**config.mk**
```make
export PLATFORM = sky130hd
export DESIGN_NAME = dual_cam_wr_arbiter
export DESIGN_NICKNAME = d
export VERILOG_FILES = /design/src/rtl/cam_wr_arb_pkg.sv /design/src/rtl/cam_wr_ptr.sv /design/src/rtl/dual_cam_wr_arbiter.sv
export SDC_FILE = /design/constraint.sdc
export NUM_CORES = 1
export LEC_CHECK = 0
export BUFFER_PORTS_ARGS = -buffer_cell sky130_fd_sc_hd__buf_2
export CAP_MARGIN = 40
export CORE_ASPECT_RATIO = 1.4
export CORE_UTILIZATION = 65
export DETAILED_ROUTE_END_ITERATION = 16
export GPL_TIMING_DRIVEN = 1
export MAX_ROUTING_LAYER = met4
export PLACE_DENSITY = 0.95
export SLEW_MARGIN = 10
export SYNTH_ARGS = -nofsm -noshare
export SYNTH_HDL_FRONTEND = slang
export SYNTH_SLANG_ARGS = --single-unit
export TNS_END_PERCENT = 10
```
**constraint.sdc**
```tcl
create_clock -name i_clk -period 7.15 [get_ports i_clk]
set_input_delay 1.0725 -clock i_clk [delete_from_list [all_inputs] [get_ports i_clk]]
set_output_delay 1.0725 -clock i_clk [all_outputs]
set_load 0.02 [all_outputs]
```
**src/rtl/cam_wr_arb_pkg.sv**
```systemverilog
// rtl/cam_wr_arb_pkg.sv - shared types and default geometry for the dual camera write arbiter
package cam_wr_arb_pkg;

  typedef enum logic [1:0] {
    IDLE = 2'd0,
    REQ  = 2'd1,
    BUSY = 2'd2
  } arb_state_t;

  localparam int          DEF_BURST_LEN   = 64;
  localparam int          DEF_FRAME_WORDS = 153600;
  localparam logic [23:0] DEF_CAM0_BASE   = 24'h000000;
  localparam logic [23:0] DEF_CAM1_BASE   = 24'h100000;

endpackage

```
**src/rtl/cam_wr_ptr.sv**
```systemverilog
// rtl/cam_wr_ptr.sv - per-camera frame write pointer: offset, arming, pending frame reset, eligibility
// Optional WR_PINGPONG_EN: alternate between two frame buffers and report the last completed bank.
module cam_wr_ptr
  import cam_wr_arb_pkg::*;
#(
  parameter int BURST_LEN   = DEF_BURST_LEN,
  parameter int FRAME_WORDS = DEF_FRAME_WORDS,
  parameter int ADDR_W      = 24,
  parameter int FIFO_CNT_W  = 10,
  localparam int LEN_W      = $clog2(BURST_LEN) + 1,
  localparam int OFS_W      = $clog2(FRAME_WORDS + 1)
) (
  input  logic                  i_clk,
  input  logic                  i_rst_n,
  input  logic                  i_frame_rst,
  input  logic [FIFO_CNT_W-1:0] i_fifo_cnt,
  input  logic                  i_granted,
  input  logic                  i_commit,
  input  logic [LEN_W-1:0]      i_commit_len,
  output logic [LEN_W-1:0]      o_need,
  output logic                  o_elig,
  output logic [ADDR_W-1:0]     o_addr_ofs,
  output logic                  o_frame_done
`ifdef WR_PINGPONG_EN
  ,
  output logic                  o_rd_bank
`endif
);

  localparam int CMP_W = (FIFO_CNT_W > LEN_W) ? FIFO_CNT_W : LEN_W;
  localparam logic [OFS_W-1:0] FRAME_OFS = OFS_W'(FRAME_WORDS);
  localparam logic [OFS_W-1:0] BURST_OFS = OFS_W'(BURST_LEN);

  logic [OFS_W-1:0] ofs;
  logic [OFS_W-1:0] remain;
  logic [OFS_W-1:0] ofs_next;
  logic             armed;
  logic             pend;

  assign remain   = FRAME_OFS - ofs;
  assign ofs_next = ofs + OFS_W'(i_commit_len);
  assign o_need   = (remain >= BURST_OFS) ? LEN_W'(BURST_LEN) : LEN_W'(remain);
  assign o_elig   = armed && (remain != '0) && !i_frame_rst &&
                    (CMP_W'(i_fifo_cnt) >= CMP_W'(o_need));

`ifdef WR_PINGPONG_EN
  logic bank;

  assign o_addr_ofs = ADDR_W'(ofs) + (bank ? ADDR_W'(FRAME_WORDS) : '0);

  always_ff @(posedge i_clk or negedge i_rst_n) begin
    if (!i_rst_n) begin
      bank      <= 1'b0;
      o_rd_bank <= 1'b0;
    end else if (i_commit && !pend && !i_frame_rst && (ofs_next == FRAME_OFS)) begin
      o_rd_bank <= bank;
      bank      <= ~bank;
    end
  end
`else
  assign o_addr_ofs = ADDR_W'(ofs);
`endif

  // A frame reset that lands while our burst is in flight is deferred to the burst's completion.
  always_ff @(posedge i_clk or negedge i_rst_n) begin
    if (!i_rst_n) begin
      ofs          <= '0;
      armed        <= 1'b1;
      pend         <= 1'b0;
      o_frame_done <= 1'b0;
    end else begin
      o_frame_done <= 1'b0;
      if (i_commit) begin
        if (pend || i_frame_rst) begin
          ofs   <= '0;
          armed <= 1'b1;
          pend  <= 1'b0;
        end else begin
          ofs <= ofs_next;
          if (ofs_next == FRAME_OFS) begin
            armed        <= 1'b0;
            o_frame_done <= 1'b1;
          end
        end
      end else if (i_frame_rst) begin
        if (i_granted) begin
          pend <= 1'b1;
        end else begin
          ofs   <= '0;
          armed <= 1'b1;
        end
      end
    end
  end

endmodule

```
**src/rtl/dual_cam_wr_arbiter.sv**
```systemverilog
// rtl/dual_cam_wr_arbiter.sv - round-robin SDRAM write-burst arbiter for two camera FIFOs
// Optional WR_PINGPONG_EN: double-buffered frames, adds o_cam0_rd_bank / o_cam1_rd_bank.
module dual_cam_wr_arbiter
  import cam_wr_arb_pkg::*;
#(
  parameter int              BURST_LEN   = DEF_BURST_LEN,
  parameter int              ADDR_W      = 24,
  parameter int              FRAME_WORDS = DEF_FRAME_WORDS,
  parameter logic [ADDR_W-1:0] CAM0_BASE = ADDR_W'(DEF_CAM0_BASE),
  parameter logic [ADDR_W-1:0] CAM1_BASE = ADDR_W'(DEF_CAM1_BASE),
  parameter int              FIFO_CNT_W  = 10,
  localparam int             LEN_W       = $clog2(BURST_LEN) + 1
) (
  input  logic                  i_clk,
  input  logic                  i_rst_n,
  input  logic                  i_cam0_frame_rst,
  input  logic [FIFO_CNT_W-1:0] i_cam0_fifo_cnt,
  input  logic                  i_cam1_frame_rst,
  input  logic [FIFO_CNT_W-1:0] i_cam1_fifo_cnt,
  output logic                  o_wr_req,
  output logic [ADDR_W-1:0]     o_wr_addr,
  output logic [LEN_W-1:0]      o_wr_len,
  output logic                  o_wr_sel,
  input  logic                  i_wr_ack,
  input  logic                  i_wr_done,
  output logic                  o_cam0_frame_done,
  output logic                  o_cam1_frame_done
`ifdef WR_PINGPONG_EN
  ,
  output logic                  o_cam0_rd_bank,
  output logic                  o_cam1_rd_bank
`endif
);

  arb_state_t          state;
  arb_state_t          state_nxt;
  logic                last_grant;
  logic                load;
  logic                grant_sel;
  logic                commit;
  logic [LEN_W-1:0]    need0;
  logic [LEN_W-1:0]    need1;
  logic                elig0;
  logic                elig1;
  logic [ADDR_W-1:0]   addr_ofs0;
  logic [ADDR_W-1:0]   addr_ofs1;
  logic                busy;

  assign busy = (state != IDLE);

  cam_wr_ptr #(
    .BURST_LEN   (BURST_LEN),
    .FRAME_WORDS (FRAME_WORDS),
    .ADDR_W      (ADDR_W),
    .FIFO_CNT_W  (FIFO_CNT_W)
  ) u_ptr0 (
    .i_clk        (i_clk),
    .i_rst_n      (i_rst_n),
    .i_frame_rst  (i_cam0_frame_rst),
    .i_fifo_cnt   (i_cam0_fifo_cnt),
    .i_granted    (busy && !o_wr_sel),
    .i_commit     (commit && !o_wr_sel),
    .i_commit_len (o_wr_len),
    .o_need       (need0),
    .o_elig       (elig0),
    .o_addr_ofs   (addr_ofs0),
    .o_frame_done (o_cam0_frame_done)
`ifdef WR_PINGPONG_EN
    ,
    .o_rd_bank    (o_cam0_rd_bank)
`endif
  );

  cam_wr_ptr #(
    .BURST_LEN   (BURST_LEN),
    .FRAME_WORDS (FRAME_WORDS),
    .ADDR_W      (ADDR_W),
    .FIFO_CNT_W  (FIFO_CNT_W)
  ) u_ptr1 (
    .i_clk        (i_clk),
    .i_rst_n      (i_rst_n),
    .i_frame_rst  (i_cam1_frame_rst),
    .i_fifo_cnt   (i_cam1_fifo_cnt),
    .i_granted    (busy && o_wr_sel),
    .i_commit     (commit && o_wr_sel),
    .i_commit_len (o_wr_len),
    .o_need       (need1),
    .o_elig       (elig1),
    .o_addr_ofs   (addr_ofs1),
    .o_frame_done (o_cam1_frame_done)
`ifdef WR_PINGPONG_EN
    ,
    .o_rd_bank    (o_cam1_rd_bank)
`endif
  );

  // Ack and done in the same REQ cycle complete the burst without visiting BUSY.
  always_comb begin
    state_nxt = state;
    load      = 1'b0;
    grant_sel = 1'b0;
    commit    = 1'b0;
    case (state)
      IDLE: begin
        if (elig0 || elig1) begin
          load      = 1'b1;
          grant_sel = (elig0 && elig1) ? ~last_grant : elig1;
          state_nxt = REQ;
        end
      end
      REQ: begin
        if (i_wr_ack) begin
          commit    = i_wr_done;
          state_nxt = i_wr_done ? IDLE : BUSY;
        end
      end
      BUSY: begin
        if (i_wr_done) begin
          commit    = 1'b1;
          state_nxt = IDLE;
        end
      end
      default: state_nxt = IDLE;
    endcase
  end

  always_ff @(posedge i_clk or negedge i_rst_n) begin
    if (!i_rst_n) begin
      state      <= IDLE;
      last_grant <= 1'b1;
      o_wr_req   <= 1'b0;
      o_wr_addr  <= '0;
      o_wr_len   <= '0;
      o_wr_sel   <= 1'b0;
    end else begin
      state <= state_nxt;
      if (load) begin
        o_wr_req  <= 1'b1;
        o_wr_sel  <= grant_sel;
        o_wr_addr <= grant_sel ? (CAM1_BASE + addr_ofs1) : (CAM0_BASE + addr_ofs0);
        o_wr_len  <= grant_sel ? need1 : need0;
      end else if ((state == REQ) && i_wr_ack) begin
        o_wr_req <= 1'b0;
      end
      if (commit) begin
        last_grant <= o_wr_sel;
      end
    end
  end

endmodule

```
==> results.cfg <==
[sta]
rsz0062_at_grt = false
fin_worst_skew_ps = 7.29
post-route-period-util_pct = 73.3
setup_viol = 0
worst_slew_pin_slew_ps = 912
hold_ws_ps = 483
slew_violations = 0
tns_ps = 0
fmax_ghz = 0.191
slew_headroom_pct = 39.2
hold_violations = 0
period_minus_slack_ps = 5240

[clock_network]
h-tree-depth = 3
hold_buffers = 0
clockRootBuffer = clkbuf_16
clk_latency_ps = 350
cts_buffers = 9
cts_tree = built
postCtsSetupRepairBufs = 0
post_cts_resized = 0
cts_sinks = 72
cts_buffer_depth = 2
clkTransAtPathRegs_ps = 60

[outcome]
status = completed

[setup_path]
worst_setup_path_end_kind = flop
critPathBufInv = 1
critPathRequiredTime_ps = 7420
r2r_setup_slack_ps = 1910
crit_type = reg2reg
start_kind = flop
worstPathMaxFanout = 26
critPathTopFamily = simple AND/OR/NAND/NOR gates
crit_top_cell = a21o_1
slowest_delay_ps = 890
cp_slowest_cell = and4_1
cp_cell_sequence = or4_1, o41ai_1, nor3b_1, a31o_1, and3_1, and2_1, ha_1, nand2b_1, a21o_1, a21o_1, a21oi_1, o21ai_0, and4_1, buf_4, nand3_1, a31oi_1
worst_ep_arrival_time_ps = 5510

[synthesis]
synth.avg_cell_area_sq_um = 8.33
synth-seq-cells = 72
synthCells = 703
syn_area_sq_mm = 0.00585
ys.flop_type = dfrtp_1
yosysUniqueCellTypes = 81
synth-seq-area-share_pct = 30.8
synth-edff-count = 0
yosys_warnings = 0
async_flop_share_pct = 100

[final_layout]
drive_above_1_share_pct = 14.9
syn_to_final_growth_pct = 8.98
register_area_sq_mm = 0.00181
multi_input_area_sq_mm = 0.00366
fillerInstances = 639
final_common_cell = dfrtp_1
design_area_sq_mm = 0.00638
stdcell_count = 832
nNetsFinal = 783
n_antenna_cell = 0
final_cell_mix = 69 x dfrtp_1, 55 x buf_2, 50 x o21ai_0, 48 x nand2_1, 42 x nand3_1

[power_and_ir_drop]
p_leak_uw = 0.00266
p_per_area_mw_per_mm2 = 293
vdd_drop_max_uv = 204
p_total_uw = 1870

[floorplan]
die_w_um = 82.2
rows = 40
start_util_pct = 67.6
io_pins = 61
die_h_um = 114
core_sq_mm = 0.00866
dieArea_sq_mm = 0.00940

[route]
dr.first_iter.drc_count = 441
finalWirelength_mm = 16.6
viasPerCell = 6.95
remaining_drc_errors = 0
num_vias = 5786
routedWlPerCell_um = 19.9
ant_nets = 0
first_pass_iters = 5

[placed_design]
dp.final_hpwl_mm = 12.1
placed_area_sq_mm = 0.00605
gp_congestion = 0.936
port_buffers = 55
dp_cells = 816

[global_routing]
grt_pass1_vias = 5692
antenna_found_initial = 0
grt_use_total_pct = 40.2
grt_pass1_wl_mm = 27.7
grt_max_degree = 57
grt-ovfl-total = 0

[flow_run]
drv_cap = 0

[hold_path]
hp-class = reg2reg
## sequential cells by signal, summed over array words and instances (netlist names)
| signal | cells |
|---|---|
| last_grant | 1 |
| o_wr_addr | 19 |
| o_wr_len | 7 |
| o_wr_req | 1 |
| state | 2 |
| u_ptr0.armed | 1 |
| u_ptr0.o_frame_done | 1 |
| u_ptr0.ofs | 18 |
| u_ptr0.pend | 1 |
| u_ptr1.armed | 1 |
| u_ptr1.o_frame_done | 1 |
| u_ptr1.ofs | 18 |
| u_ptr1.pend | 1 |
## synthesized netlist by cell type, types with 4 or more instances
cell type | instances | area, sq um
nand2_1 | 48 | 180
buf_4 | 11 | 82.6
o21ai_0 | 50 | 250
xor2_1 | 5 | 43.8
a22o_1 | 11 | 96.3
ha_1 | 33 | 413
or3_1 | 14 | 87.6
clkbuf_1 | 26 | 97.6
buf_2 | 16 | 80.1
o21bai_1 | 6 | 45.0
o31ai_1 | 7 | 52.6
nand4_1 | 17 | 106
a21o_1 | 14 | 105
nor2_1 | 41 | 154
xnor2_1 | 20 | 175
and3_1 | 6 | 37.5
buf_6 | 4 | 45.0
a21oi_1 | 29 | 145
nor3_1 | 35 | 175
nor3b_1 | 4 | 30.0
or4_1 | 4 | 30.0
and2_1 | 7 | 43.8
nand2b_1 | 12 | 75.1
inv_1 | 24 | 90.1
nor2b_1 | 7 | 43.8
o22ai_1 | 5 | 31.3
o21ai_1 | 8 | 40.0
o21a_1 | 4 | 30.0
nand3_1 | 42 | 210
a31oi_1 | 31 | 194
mux2_2 | 5 | 56.3
nor4_1 | 10 | 62.6
dfrtp_1 | 69 | 1730
o41ai_1 | 5 | 43.8
## worst paths after layout
path | startpoint | end | cells after the start
setup / recovery | u_ptr1.ofs[7] | o_wr_addr[14] | 16
hold / removal | o_wr_req | o_wr_req | 1
setup reg to reg | u_ptr1.ofs[7] | o_wr_addr[14] | 16
hold reg to reg | o_wr_req | o_wr_req | 1
max in group asynchronous | i_rst_n | u_ptr1.armed | 3
min in group asynchronous | i_rst_n | u_ptr0.ofs[12] | 2
## final cells by class
| type | instances | area share, % |
|---|---|---|
| flip-flops and latches | 72 | 28.3 |
| repair buffers | 63 | 5.69 |
| multi-input cells | 552 | 57.4 |
| clock buffers | 10 | 3.75 |
| inverters | 24 | 1.41 |
| clock inverters | 6 | 1.41 |
| well taps | 105 | 2.06 |
## layer usage
layer	wire length (um)	GRT usage, %	vias to the layer above	part of all wire (%)
met4	1010	26.3	0	6.1
li1	-	-	2647	-
met5	0	-	-	0
met2	8380	63.3	289	51
met3	1100	8.45	76	6.6
met1	6100	45.2	2774	37
## worst reg2reg max path, cell delays in order, from the launching register on
cell      delay, ps
dfrtp_1         540
or4_1           590
o41ai_1         490
nor3b_1         100
a31o_1          230
and3_1          290
and2_1          230
ha_1            260
nand2b_1         90
a21o_1          120
a21o_1          110
a21oi_1          70
o21ai_0         410
and4_1          890
buf_4           410
nand3_1         130
a31oi_1         210
## logic make-up (layout without fill, tap and decap cells)
| kind of cell | Yosys count | after routing | share of synthesized area, % |
|---|---|---|---|
| buffers and inverters | 83 | 103 | 6.88 |
| DFF | 72 | 72 | 30.8 |
| xor gates and xnor gates | 25 | 25 | 3.74 |
| adders and majority gates | 35 | 35 | 7.74 |
| AOI/OAI and AO/OA | 202 | 202 | 22.8 |
| and+or+nand+nor | 278 | 278 | 26.6 |
| other | 1 | 5 | 0.0641 |
| muxes | 7 | 7 | 1.30 |
## stage by stage
stage	setup WS, ps	utilization (%)
after CTS	2030	73.7
after floorplan	3200	-
after global routing	1560	73.7
final	1910	73.7
after detailed placement	2050	69.9
after global placement	1950	69.2
## where the power goes
group          internal [uW]  total, uW  switching, uW
Clock                    316        504            188
Combinational            270        768            498
Sequential               503        599           95.4
Total                   1090       1870            781
Note: power is estimated with default switching activity, not from simulation.
